===== src/rtl/sram2_pair_reader_pkg.sv =====
// Shared types and default widths for the dual-read-port SRAM pair reader.
package sram2_pair_reader_pkg;

    localparam int unsigned ADDR_WIDTH_DEF = 11;
    localparam int unsigned DATA_WIDTH_DEF = 32;
    localparam int unsigned LEN_WIDTH_DEF  = 12;

    typedef enum logic [1:0] {
        ST_IDLE  = 2'd0,
        ST_RUN   = 2'd1,
        ST_DRAIN = 2'd2,
        ST_DONE  = 2'd3
    } state_t;

endpackage


===== src/rtl/sram2_pair_reader_pair_fifo.sv =====
// Two-entry FIFO with a registered head, so the read data leaves straight from a flop.
module sram2_pair_reader_pair_fifo #(
    parameter int unsigned WIDTH = 64
) (
    input  logic             clk,
    input  logic             rst_n,
    input  logic             push,
    input  logic [WIDTH-1:0] din,
    input  logic             pop,
    output logic [WIDTH-1:0] dout,
    output logic             full,
    output logic             empty
);

    logic [WIDTH-1:0] tail;
    logic [1:0]       cnt;
    logic [1:0]       cnt_nxt;
    logic             pop_ok;
    logic             push_ok;

    assign cnt     = full ? 2'd2 : (empty ? 2'd0 : 2'd1);
    assign pop_ok  = pop & ~empty;
    // A push into a full FIFO is accepted only when the head leaves in the same cycle.
    assign push_ok = push & (~full | pop_ok);
    assign cnt_nxt = cnt + 2'(push_ok) - 2'(pop_ok);

    always_ff @(posedge clk or negedge rst_n) begin
        if (!rst_n) begin
            dout  <= '0;
            tail  <= '0;
            full  <= 1'b0;
            empty <= 1'b1;
        end else begin
            empty <= (cnt_nxt == 2'd0);
            full  <= (cnt_nxt == 2'd2);
            if (pop_ok && full) begin
                dout <= tail;
            end else if (push_ok && (empty || pop_ok)) begin
                dout <= din;
            end
            if (push_ok && ((!empty && !pop_ok) || (full && pop_ok))) begin
                tail <= din;
            end
        end
    end

endmodule


===== src/rtl/sram2_pair_reader.sv =====
// Fetches len operand pairs from a 1W/2R SRAM and streams them on a valid/ready interface.
module sram2_pair_reader
    import sram2_pair_reader_pkg::*;
#(
    parameter int unsigned ADDR_WIDTH = ADDR_WIDTH_DEF,
    parameter int unsigned DATA_WIDTH = DATA_WIDTH_DEF,
    parameter int unsigned LEN_WIDTH  = LEN_WIDTH_DEF
) (
    input  logic                  clk,
    input  logic                  rst_n,
    input  logic                  start,
    input  logic [ADDR_WIDTH-1:0] base_a,
    input  logic [ADDR_WIDTH-1:0] base_b,
    input  logic [LEN_WIDTH-1:0]  len,
    output logic                  busy,
    output logic                  done,
    output logic [ADDR_WIDTH-1:0] raddr_a,
    output logic [ADDR_WIDTH-1:0] raddr_b,
    input  logic [DATA_WIDTH-1:0] dout_a,
    input  logic [DATA_WIDTH-1:0] dout_b,
    output logic                  out_valid,
    input  logic                  out_ready,
    output logic [DATA_WIDTH-1:0] out_a,
    output logic [DATA_WIDTH-1:0] out_b,
    output logic                  out_last
);

    state_t                  state, state_nxt;
    logic [LEN_WIDTH-1:0]    issue_cnt, issue_cnt_nxt;
    logic [LEN_WIDTH-1:0]    pop_cnt, pop_cnt_nxt;
    logic [ADDR_WIDTH-1:0]   raddr_a_nxt, raddr_b_nxt;
    logic                    inflight, inflight_nxt;
    logic                    busy_nxt, done_nxt, out_valid_nxt, out_last_nxt;
    logic [1:0]              occ, occ_nxt;
    logic                    fire, credit_ok;
    logic                    fifo_full, fifo_empty;
    logic [2*DATA_WIDTH-1:0] fifo_dout;

    assign occ  = fifo_full ? 2'd2 : (fifo_empty ? 2'd0 : 2'd1);
    assign fire = out_valid & out_ready;
    // Only issue when the read returning next cycle is guaranteed a FIFO slot.
    assign credit_ok = (3'(occ) + 3'(inflight)) < (3'd2 + 3'(fire));
    assign occ_nxt   = occ + 2'(inflight) - 2'(fire);
    assign out_a     = fifo_dout[2*DATA_WIDTH-1:DATA_WIDTH];
    assign out_b     = fifo_dout[DATA_WIDTH-1:0];

    sram2_pair_reader_pair_fifo #(
        .WIDTH(2 * DATA_WIDTH)
    ) u_pair_fifo (
        .clk   (clk),
        .rst_n (rst_n),
        .push  (inflight),
        .din   ({dout_a, dout_b}),
        .pop   (fire),
        .dout  (fifo_dout),
        .full  (fifo_full),
        .empty (fifo_empty)
    );

    always_comb begin
        state_nxt     = state;
        busy_nxt      = busy;
        done_nxt      = 1'b0;
        raddr_a_nxt   = raddr_a;
        raddr_b_nxt   = raddr_b;
        issue_cnt_nxt = issue_cnt;
        pop_cnt_nxt   = pop_cnt;
        inflight_nxt  = 1'b0;
        if (fire) begin
            pop_cnt_nxt = pop_cnt - LEN_WIDTH'(1);
        end
        case (state)
            ST_IDLE: begin
                if (start) begin
                    if (len != '0) begin
                        state_nxt     = ST_RUN;
                        busy_nxt      = 1'b1;
                        raddr_a_nxt   = base_a;
                        raddr_b_nxt   = base_b;
                        issue_cnt_nxt = len;
                        pop_cnt_nxt   = len;
                    end else begin
                        state_nxt = ST_DONE;
                        done_nxt  = 1'b1;
                    end
                end
            end
            ST_RUN: begin
                if (credit_ok) begin
                    inflight_nxt  = 1'b1;
                    raddr_a_nxt   = raddr_a + ADDR_WIDTH'(1);
                    raddr_b_nxt   = raddr_b + ADDR_WIDTH'(1);
                    issue_cnt_nxt = issue_cnt - LEN_WIDTH'(1);
                    if (issue_cnt == LEN_WIDTH'(1)) begin
                        state_nxt = ST_DRAIN;
                    end
                end
            end
            ST_DRAIN: begin
                if (fire && out_last) begin
                    state_nxt = ST_DONE;
                    busy_nxt  = 1'b0;
                    done_nxt  = 1'b1;
                end
            end
            ST_DONE: begin
                state_nxt = ST_IDLE;
            end
            default: begin
                state_nxt = ST_IDLE;
            end
        endcase
        out_valid_nxt = (occ_nxt != 2'd0);
        out_last_nxt  = out_valid_nxt && (pop_cnt_nxt == LEN_WIDTH'(1));
    end

    always_ff @(posedge clk or negedge rst_n) begin
        if (!rst_n) begin
            state     <= ST_IDLE;
            busy      <= 1'b0;
            done      <= 1'b0;
            raddr_a   <= '0;
            raddr_b   <= '0;
            issue_cnt <= '0;
            pop_cnt   <= '0;
            inflight  <= 1'b0;
            out_valid <= 1'b0;
            out_last  <= 1'b0;
        end else begin
            state     <= state_nxt;
            busy      <= busy_nxt;
            done      <= done_nxt;
            raddr_a   <= raddr_a_nxt;
            raddr_b   <= raddr_b_nxt;
            issue_cnt <= issue_cnt_nxt;
            pop_cnt   <= pop_cnt_nxt;
            inflight  <= inflight_nxt;
            out_valid <= out_valid_nxt;
            out_last  <= out_last_nxt;
        end
    end

endmodule


===== config.mk =====
export PLATFORM = sky130hd
export DESIGN_NAME = sram2_pair_reader
export DESIGN_NICKNAME = d
export VERILOG_FILES = /design/src/rtl/sram2_pair_reader_pkg.sv /design/src/rtl/sram2_pair_reader_pair_fifo.sv /design/src/rtl/sram2_pair_reader.sv
export SDC_FILE = /design/constraint.sdc
export NUM_CORES = 1
export LEC_CHECK = 0
export CAP_MARGIN = 40
export CELL_PAD_IN_SITES_DETAIL_PLACEMENT = 0
export CELL_PAD_IN_SITES_GLOBAL_PLACEMENT = 1
export CORE_ASPECT_RATIO = 1.5
export CORE_UTILIZATION = 30
export CTS_CLUSTER_SIZE = 24
export DETAILED_ROUTE_END_ITERATION = 8
export PLACE_DENSITY = 0.69
export SETUP_SLACK_MARGIN = 0.02
export SYNTH_ARGS = -nofsm -noshare
export SYNTH_HDL_FRONTEND = slang
export SYNTH_SLANG_ARGS = --single-unit

===== constraint.sdc =====
create_clock -name clk -period 4.2 [get_ports clk]
set_clock_uncertainty 0.2 [all_clocks]
set_input_delay 0.63 -clock clk [delete_from_list [all_inputs] [get_ports clk]]
set_output_delay 0.63 -clock clk [all_outputs]
set_load 0.03 [all_outputs]

==> impl_metrics.json, run 1 <==
{
  "ys.flop_type": "dfrtp_1",
  "grt_max_degree": 99,
  "grt_pass1_wl_um": 37200,
  "ff2ff_path_depth": 10,
  "start_util": 0.305,
  "place_hpwl_um": 16000,
  "critPathMaxStageDelay_ns": 0.54,
  "p_leak_nw": 5.22,
  "drc": 0,
  "finalHoldViolCount": 0,
  "path_common_cell": "or2_2",
  "area_growth_pct": 34.7,
  "min_path_type": "flip-flop to flip-flop",
  "cpMaxStageDelayCell": "or2_2",
  "yosys.area.top_type": "dfrtp_1",
  "row_count": 76,
  "numCtsBuffers": 17,
  "rsz0062_at_grt": "false",
  "reg2reg_slack_ns": 1.05,
  "fin_crit_ns": 3.15,
  "yosys-top-cells-area": "dfrtp_1, mux2_2, mux2i_1, o21ai_0, nand2_1",
  "cts_buffer_depth": 2,
  "slew_violations": 0,
  "die_x_um": 141,
  "routedWlPerCell_um": 16.2,
  "peakVddDrop_mv": 0.488,
  "nets": 1123,
  "fmax_mhz": 318,
  "clk_latency_ns": 0.45,
  "synth-edff-count": 0,
  "crit_required_ns": 4.32,
  "swShare": 0.410,
  "end_kind": "flip-flop",
  "grt_pass1_vias": 6961,
  "finalSetupTns_ns": 0,
  "netlist_instances": 823,
  "path_cells": "or2_2, inv_1, ha_1, nand3b_1, a21oi_1, nor2_1, buf_4, or2_2, a22oi_1, o21ai_0",
  "timing.rr.start": "u_pair_fifo.full",
  "yosysSeqAreaShare": 0.523,
  "num-fill-cells": 2837,
  "gp_congestion": 0.782,
  "fin_cells": 1410,
  "crit_start": "u_pair_fifo.full",
  "grt_usage": 0.162,
  "htreeDepth": 4,
  "portBuffers": 191,
  "setup_viol": 0,
  "worst-path-buf-inv": 2,
  "min_path_cells": 2,
  "synth.avg_cell_area_um2": 10.6,
  "synth_area_mm2": 0.00875,
  "numClockSinks": 183,
  "holdPathEnd": "u_pair_fifo.dout[6]",
  "clk_pin_slew_ns": 0.07,
  "place_inst": 1377,
  "timing.rr.end": "raddr_a[4]",
  "critPathMaxFanout": 30,
  "cp_top_family": "simple AND/OR/NAND/NOR gates",
  "maxCapViolCount": 0,
  "detail-route-antenna-nets": 0,
  "async_flop_share": 1.00,
  "finalCritPeriodShare": 0.750,
  "p_comb_frac": 0.476,
  "crit_arrival_ns": 3.27,
  "syn_nets": 939,
  "final_cell_mix": "clkdlybuf4s50_1, dfrtp_1, nand2_1, o21ai_0, mux2i_1",
  "core_mm2": 0.0287,
  "dr.pass1.iters": 4,
  "cts_tree": "done",
  "cellPowerDensity_mw_per_mm2": 800,
  "critPathKind": "flip-flop to flip-flop",
  "cts-root-buf": "clkbuf_16",
  "seq_power_share": 0.348,
  "via_per_inst": 4.82,
  "status": "completed",
  "yosysUniqueCellTypes": 55,
  "first_iter_violations": 322,
  "maxSlewHeadroom": 0.465,
  "start_kind": "flip-flop",
  "yosysTopAreaCellShare": 0.520,
  "worst_slew_pin_slew_ns": 0.799,
  "min_from": "u_pair_fifo.dout[6]",
  "die_h_um": 211,
  "die_area_mm2": 0.0299,
  "p_switching_w": 0.00387,
  "io_pins": 192,
  "finalWirelength_um": 22900,
  "pwr-share-clk": 0.176,
  "overflow": 0,
  "yosysWarnings": 0,
  "grt_antenna_before_repair": 0,
  "antenna_cells": 0,
  "final_layout_size_suffix_gt1_frac": 0.141,
  "vias": 6795,
  "intPower_w": 0.00557,
  "final_common_cell": "clkdlybuf4s50_1",
  "ys_ff_latch": 183
}
==> worst register-to-register path, cell delays in order, from the launching register on <==
cell      delay, ns
dfrtp_1        0.51
or2_2          0.36
inv_1          0.09
ha_1           0.22
nand3b_1       0.15
a21oi_1        0.24
nor2_1         0.08
buf_4          0.20
or2_2          0.54
a22oi_1        0.30
o21ai_0        0.12
==> cells in the mapped netlist, types with 2 or more instances <==
library cell and count:
dfrtp_1 182, nand2_1 114, o21ai_0 97, mux2i_1 69, mux2_2 64, nor2_1 38
a21oi_1 27, buf_2 26, clkbuf_1 18, ha_1 14, inv_1 12, nor3_1 12
o21ai_1 12, o22ai_1 12, nor4_1 10, nand3_1 9, or2_2 9, xnor2_1 9
a22oi_1 8, and3_1 8, nand4_1 7, o221a_2 7, xor2_1 6, and2_1 4
a31o_2 3, a31oi_1 3, nor3b_1 3, or3_1 3, a21boi_0 2, nand2b_1 2
nand3b_1 2, nand4bb_1 2, nor2b_1 2, nor4_2 2, nor4b_1 2, o211ai_1 2
o21a_1 2, o21bai_1 2
==> worst max-delay path by stage <==
stage	endpoint	slack, ns	depth (start not counted)
after floorplan	raddr_b[5]	1.60	11
after global placement	issue_cnt[10]	0.67	7
after detailed placement	issue_cnt[6]	0.74	8
after CTS	raddr_a[4]	1.04	10
after global routing	issue_cnt[10]	0.85	10
final	raddr_a[4]	1.05	10
==> cells by family after synthesis <==
logic type | count (synthesis) | share of synthesized area
XOR/XNOR | 15 | 0.0150
AND/OR/NAND/NOR | 235 | 0.128
AO/OA/AOI/OAI | 186 | 0.124
buffers and inverters | 57 | 0.0282
flip-flops | 183 | 0.523
multiplexers | 133 | 0.161
adder cells (fa/ha/maj) | 14 | 0.0200
==> registers in the layout, summed over array words and instances (netlist names), 2 cells and up <==
signal	count
pop_cnt	12
u_pair_fifo.dout	64
issue_cnt	12
u_pair_fifo.tail	64
raddr_a	11
state	2
raddr_b	11
==> through the flow <==
step / power, W / utilization / instance area [um^2] / hold slack (ns) / worst slack (ns)
2_1_floorplan: 0.00614 / - / 8750 / 0.134 / 1.60
3_3_place_gp: 0.00777 / 0.388 / 11100 / 0.260 / 0.668
3_5_place_dp: 0.00786 / 0.389 / 11200 / 0.260 / 0.737
4_1_cts: 0.00957 / 0.410 / 11800 / 0.285 / 1.04
5_1_grt: 0.0101 / 0.410 / 11800 / 0.306 / 0.852
6_report: 0.00944 / 0.410 / 11800 / 0.280 / 1.05
==> power by group through the flow <==
stage          registers, W  logic, W  clock network (W)
6_report            0.00328   0.00449            0.00166
5_1_grt             0.00342   0.00493            0.00179
4_1_cts             0.00329   0.00456            0.00172
3_5_place_dp        0.00333   0.00454                  0
3_3_place_gp        0.00330   0.00448                  0
2_1_floorplan       0.00396   0.00218                  0
==> per-layer routing <==
layer | wire [um] | up-vias | track usage | share of wire
met4 | 580 | 0 | 0.0790 | 0.025
met1 | 9830 | 3274 | 0.193 | 0.43
met2 | 11400 | 185 | 0.278 | 0.50
li1 | - | 3308 | - | -
met5 | 0 | - | 0 | 0
met3 | 1120 | 28 | 0.0324 | 0.049
==> layout make-up <==
cell class,count,area (um^2),area share
well taps,390,488,0.0414
inverters,13,48.8,0.00414
clock inverters,14,159,0.0135
flip-flops and latches,183,4580,0.389
multi-input cells,583,3950,0.335
clock buffers,18,439,0.0373
repair buffers,209,2120,0.180
==> timing repair <==
action	CTS	global route
hold endpoints to repair	3	0
setup buffers	0	0
hold buffers	1	0
gates resized for setup	0	0
(Power assumes the default switching activity.)
==> inputs of run 2 (changes only) <==
clock period = 2.9 ns   (was 4.2 ns; I/O delays follow)
==> impl_metrics.json, run 2 (synthesis results as in run 1) <==
{
  "p_leak_nw": 5.31,
  "end_kind": "flip-flop",
  "fin_cells": 1431,
  "timing.rr.start": "u_pair_fifo.empty",
  "grt_pass1_vias": 6951,
  "die_area_mm2": 0.0299,
  "htreeDepth": 4,
  "die_h_um": 211,
  "finalCritPeriodShare": 0.932,
  "dr_wl_met2_um": 11900,
  "row_count": 76,
  "vias": 6904,
  "area_growth_pct": 36.7,
  "final_common_cell": "clkdlybuf4s50_1",
  "grt_max_degree": 68,
  "status": "completed",
  "rsz0062_at_grt": "false",
  "crit_start": "u_pair_fifo.empty",
  "slew_violations": 0,
  "place_hpwl_um": 16900,
  "die_x_um": 141,
  "top_regs": "u_pair_fifo.dout x64, u_pair_fifo.tail x64",
  "final_cell_mix": "clkdlybuf4s50_1, dfrtp_1, nand2_1, o21ai_0, mux2i_1",
  "place_inst": 1398,
  "clk_pin_slew_ns": 0.07,
  "nets": 1144,
  "start_util": 0.305,
  "cts-root-buf": "clkbuf_16",
  "finish.utilization": 0.416,
  "first_iter_violations": 268,
  "highest_layer": "met4",
  "grt_usage": 0.166,
  "hold_ws_ns": 0.279,
  "setup_viol": 0,
  "setup_slack_ns": 0.198,
  "critPathMaxFanout": 30,
  "overflow": 0,
  "wl_met3_um": 1270,
  "cellPowerDensity_mw_per_mm2": 1150,
  "maxCapViolCount": 0,
  "dp_slack_ns": 0.0983,
  "maxSlewHeadroom": 0.619,
  "clk_latency_ns": 0.45,
  "numClockSinks": 183,
  "met1Wirelength_um": 9920,
  "crit_arrival_ns": 2.82,
  "fin_crit_ns": 2.70,
  "cts_setup_buffers": 0,
  "numCtsBuffers": 17,
  "grt_antenna_before_repair": 0,
  "critPathKind": "flip-flop to flip-flop",
  "finalWirelength_um": 23800,
  "dr.pass1.iters": 4,
  "via_per_inst": 4.82,
  "cts_buffer_depth": 2,
  "num-fill-cells": 2857,
  "fmax_mhz": 370,
  "start_kind": "flip-flop",
  "core_mm2": 0.0287,
  "min_path_type": "flip-flop to flip-flop",
  "detail-route-antenna-nets": 0,
  "peakVddDrop_mv": 0.479,
  "grt_pass1_wl_um": 38000,
  "io_pins": 192,
  "routedWlPerCell_um": 16.6,
  "antenna_cells": 0,
  "crit_required_ns": 3.02,
  "final_layout_size_suffix_gt1_frac": 0.159,
  "finalSetupTns_ns": 0,
  "finalHoldViolCount": 0,
  "drc": 0,
  "min_from": "u_pair_fifo.dout[63]",
  "cts_tree": "done",
  "portBuffers": 191,
  "gp_congestion": 0.798,
  "worst_slew_pin_slew_ns": 0.571
}
-- run 2: cell count changes in the layout (fill, tap and decap cells not counted) --
cell / before / now
inv_6: 7 / 5
buf_12: 4 / 8
bufinv_16: 2 / 1
a21oi_2: 0 / 1
clkinvlp_4: 0 / 3
buf_16: 1 / 0
clkbuf_1: 0 / 1
a21oi_1: 27 / 26
buf_4: 12 / 30
clkinv_4: 0 / 2
clkinv_2: 3 / 0
-- run 2: worst max-delay path, cell delays in order, from the launching register on --
cell and delay [ns]:
dfstp_2 0.60, or2_2 0.14, inv_1 0.05, ha_1 0.26
nand3b_1 0.18, a21oi_2 0.21, nor2_1 0.13, or2_2 0.32
buf_12 0.17, a22oi_1 0.18, o21ai_0 0.11
-- run 2: power by group --
part           internal, W  switching (W)  total, W
clock network      0.00123        0.00109   0.00232
logic              0.00304        0.00366   0.00670
registers          0.00383       0.000900   0.00473
-- run 2: worst paths after layout --
path	cells after the start	slack [ns]	end
worst max-delay path	10	0.20	issue_cnt[4]
max in group asynchronous	3	1.35	u_pair_fifo.tail[14]
worst min-delay path	2	0.28	u_pair_fifo.dout[63]
worst min register to register	2	0.28	u_pair_fifo.dout[63]
worst max register to register	10	0.20	issue_cnt[4]
min in group asynchronous	2	0.34	u_pair_fifo.dout[51]
-- run 2: repair_timing --
item	CTS	global route
resized for setup	0	1
hold buffers	1	0
hold endpoints to repair	62	0
endpoints found under the setup margin	0	1
-- run 2: per-stage QoR --
step / instance area [um^2] / total power (W)
after floorplan: 8750 / 0.00890
after global placement: 11400 / 0.0114
after detailed placement: 11400 / 0.0116
after CTS: 12000 / 0.0139
after global routing: 12000 / 0.0148
final: 12000 / 0.0138
-- run 2: metal layers --
| layer | GRT usage | vias to the layer above |
|---|---|---|
| li1 | - | 3352 |
| met1 | 0.194 | 3312 |
| met2 | 0.288 | 203 |
| met3 | 0.0374 | 37 |
| met4 | 0.0749 | 0 |
| met5 | 0 | - |
-- run 2: area by class of cell --
type                       count  area, um^2  share of cell area
clock buffer                  19         443              0.0370
clock inverter                13         136              0.0114
inverter                      13        48.8             0.00408
multi-input combinational    583        3950               0.330
sequential                   183        4580               0.383
tap                          390         488              0.0408
timing repair buffer         230        2310               0.193
==> inputs of run 3 (changes only) <==
CORE_MARGIN = 5   (was not set)
MAX_ROUTING_LAYER = met4   (was not set)
PLACE_DENSITY = 0.67   (was 0.69)
SYNTH_HIERARCHICAL = 1   (was not set)
==> impl_metrics.json, run 3 <==
{
  "status": "completed",
  "vias": 8478,
  "numClockSinks": 183,
  "nets": 1284,
  "critPathMaxStageDelay_ns": 0.49,
  "start_kind": "flip-flop",
  "cts_buffer_depth": 2,
  "finalSetupTns_ns": 0,
  "final_layout_size_suffix_gt1_frac": 0.195,
  "setup_viol": 0,
  "min_path_type": "flip-flop to flip-flop",
  "grt_pass1_wl_um": 49300,
  "io_pins": 192,
  "die_h_um": 236,
  "via_per_inst": 5.29,
  "finalCritPeriodShare": 0.905,
  "worst_slew_pin_slew_ns": 0.828,
  "cp_top_family": "simple AND/OR/NAND/NOR gates",
  "cellPowerDensity_mw_per_mm2": 1200,
  "fin_crit_ns": 2.63,
  "yosys.area.top_type": "dfrtp_1",
  "row_count": 82,
  "overflow": 0,
  "clk_latency_ns": 0.44,
  "dr.pass1.iters": 4,
  "grt_usage": 0.165,
  "ys_ff_latch": 183,
  "crit_required_ns": 3.01,
  "numCtsBuffers": 17,
  "start_util": 0.305,
  "finalHoldViolCount": 0,
  "detail-route-antenna-nets": 0,
  "place_hpwl_um": 20400,
  "cts-root-buf": "clkbuf_16",
  "routedWlPerCell_um": 19.0,
  "synth.avg_cell_area_um2": 10.4,
  "hold_ws_ns": 0.310,
  "grt_pass1_vias": 8791,
  "area_growth_pct": 29.9,
  "crit_arrival_ns": 2.73,
  "critPathMaxFanout": 5,
  "final_common_cell": "clkdlybuf4s50_1",
  "portBuffers": 191,
  "synth-edff-count": 0,
  "worst-path-buf-inv": 1,
  "reg2reg_slack_ns": 0.27,
  "maxCapViolCount": 0,
  "die_area_mm2": 0.0379,
  "slew_violations": 0,
  "path_cells": "inv_1, ha_1, nand3_1, or4b_1, xor2_1, nor2b_1, nand4_1, a2111oi_1",
  "yosysSeqAreaShare": 0.448,
  "ys.flop_type": "dfrtp_1",
  "p_leak_nw": 5.18,
  "syn_nets": 1100,
  "grt_max_degree": 129,
  "critPathKind": "flip-flop to flip-flop",
  "yosysUniqueCellTypes": 67,
  "yosysTopAreaCellShare": 0.446,
  "fmax_mhz": 381,
  "first_iter_violations": 388,
  "netlist_instances": 984,
  "yosys-top-cells-area": "dfrtp_1, a2111oi_2, mux2_4, nor2_1, o22ai_1",
  "core_mm2": 0.0335,
  "top_regs": "u_pair_fifo/dout x64, u_pair_fifo/tail x64",
  "drc": 0,
  "peakVddDrop_mv": 0.511,
  "yosysWarnings": 6,
  "synth_commonest_cells": "dfrtp_1, nor2_1, o22ai_1",
  "end_kind": "flip-flop",
  "finalWirelength_um": 30500,
  "async_flop_share": 1.00,
  "htreeDepth": 4,
  "cts_tree": "done",
  "synth.most_common_cell": "dfrtp_1",
  "final_cell_mix": "clkdlybuf4s50_1, dfrtp_1, nor2_1, o22ai_1, nor3_1",
  "maxSlewHeadroom": 0.448,
  "clk_pin_slew_ns": 0.07,
  "grt_antenna_before_repair": 1,
  "gp_congestion": 0.786,
  "synth_area_mm2": 0.0102,
  "cpMaxStageDelayCell": "or4b_1",
  "die_x_um": 161,
  "rsz0062_at_grt": "false"
}
run 3: changes by cell type after synthesis, moves of 65 or more:
cell / before / now
nor2_1: 38 / 164
o21ai_0: 97 / 14
nand2_1: 114 / 46
o22ai_1: 12 / 80
mux2i_1: 69 / 4
nor3_1: 12 / 77
run 3: routing by layer:
layer / routed length, um / share of wire / up-vias / GRT usage
li1: - / - / 4020 / -
met1: 13300 / 0.44 / 4194 / 0.204
met2: 15300 / 0.50 / 240 / 0.276
met3: 1490 / 0.049 / 24 / 0.0348
met4: 344 / 0.011 / 0 / 0.0424
met5: 0 / 0 / - / -
run 3: report_power, final:
group,switching (W),internal [W]
logic,0.00469,0.00406
clock network,0.00115,0.00116
registers,0.00107,0.00386
total,0.00691,0.00908
run 3: logic make-up (layout without fill, tap and decap cells):
kind of cell / count (synthesis) / count (layout) / share of synthesized area
AOI/OAI and AO/OA: 255 / 255 / 0.208
xor gates and xnor gates: 15 / 15 / 0.0129
adders and majority gates: 14 / 14 / 0.0171
buffers and inverters: 93 / 290 / 0.0568
DFF: 183 / 183 / 0.448
muxes: 68 / 68 / 0.0965
other: 0 / 1 / 0
and+or+nand+nor: 356 / 356 / 0.160
run 3: area by class of cell:
class / instances / area (um^2)
antenna: 1 / 2.50
tap: 420 / 526
fill: 3305 / 20300
inverter: 18 / 70.1
clock buffer: 18 / 439
timing repair buffer: 240 / 2450
sequential: 183 / 4580
clock inverter: 14 / 134
multi-input combinational: 708 / 5080
run 3: what timing repair did:
| item | in CTS | in global routing |
|---|---|---|
| gates resized for setup | 0 | 1 |
| hold buffers | 1 | 0 |
| setup endpoints to repair | 0 | 2 |
| buffers inserted | 0 | 0 |
| hold endpoints to repair | 54 | 0 |
run 3: final timing paths:
kind / to / start / depth (start not counted)
min in group asynchronous: u_pair_fifo/dout[60] / rst_n / 2
max: out_last / pop_cnt[0] / 8
max reg2reg: out_last / pop_cnt[0] / 8
min reg2reg: u_pair_fifo/tail[63] / u_pair_fifo/tail[63] / 1
min: u_pair_fifo/tail[63] / u_pair_fifo/tail[63] / 1
max in group asynchronous: u_pair_fifo/dout[14] / rst_n / 3
run 3: stage by stage:
step / worst slack (ns) / area (um^2) / std cells / util / power [W]
after detailed placement: 0.0449 / 12700 / 1568 / 0.378 / 0.0138
final: 0.274 / 13300 / 1602 / 0.396 / 0.0160
after global routing: 0.0984 / 13300 / 1602 / 0.396 / 0.0171
after CTS: 0.115 / 13300 / 1601 / 0.396 / 0.0162
after global placement: 0.0951 / 12700 / 1567 / 0.378 / 0.0136
after floorplan: 0.189 / 10200 / 984 / - / 0.0109
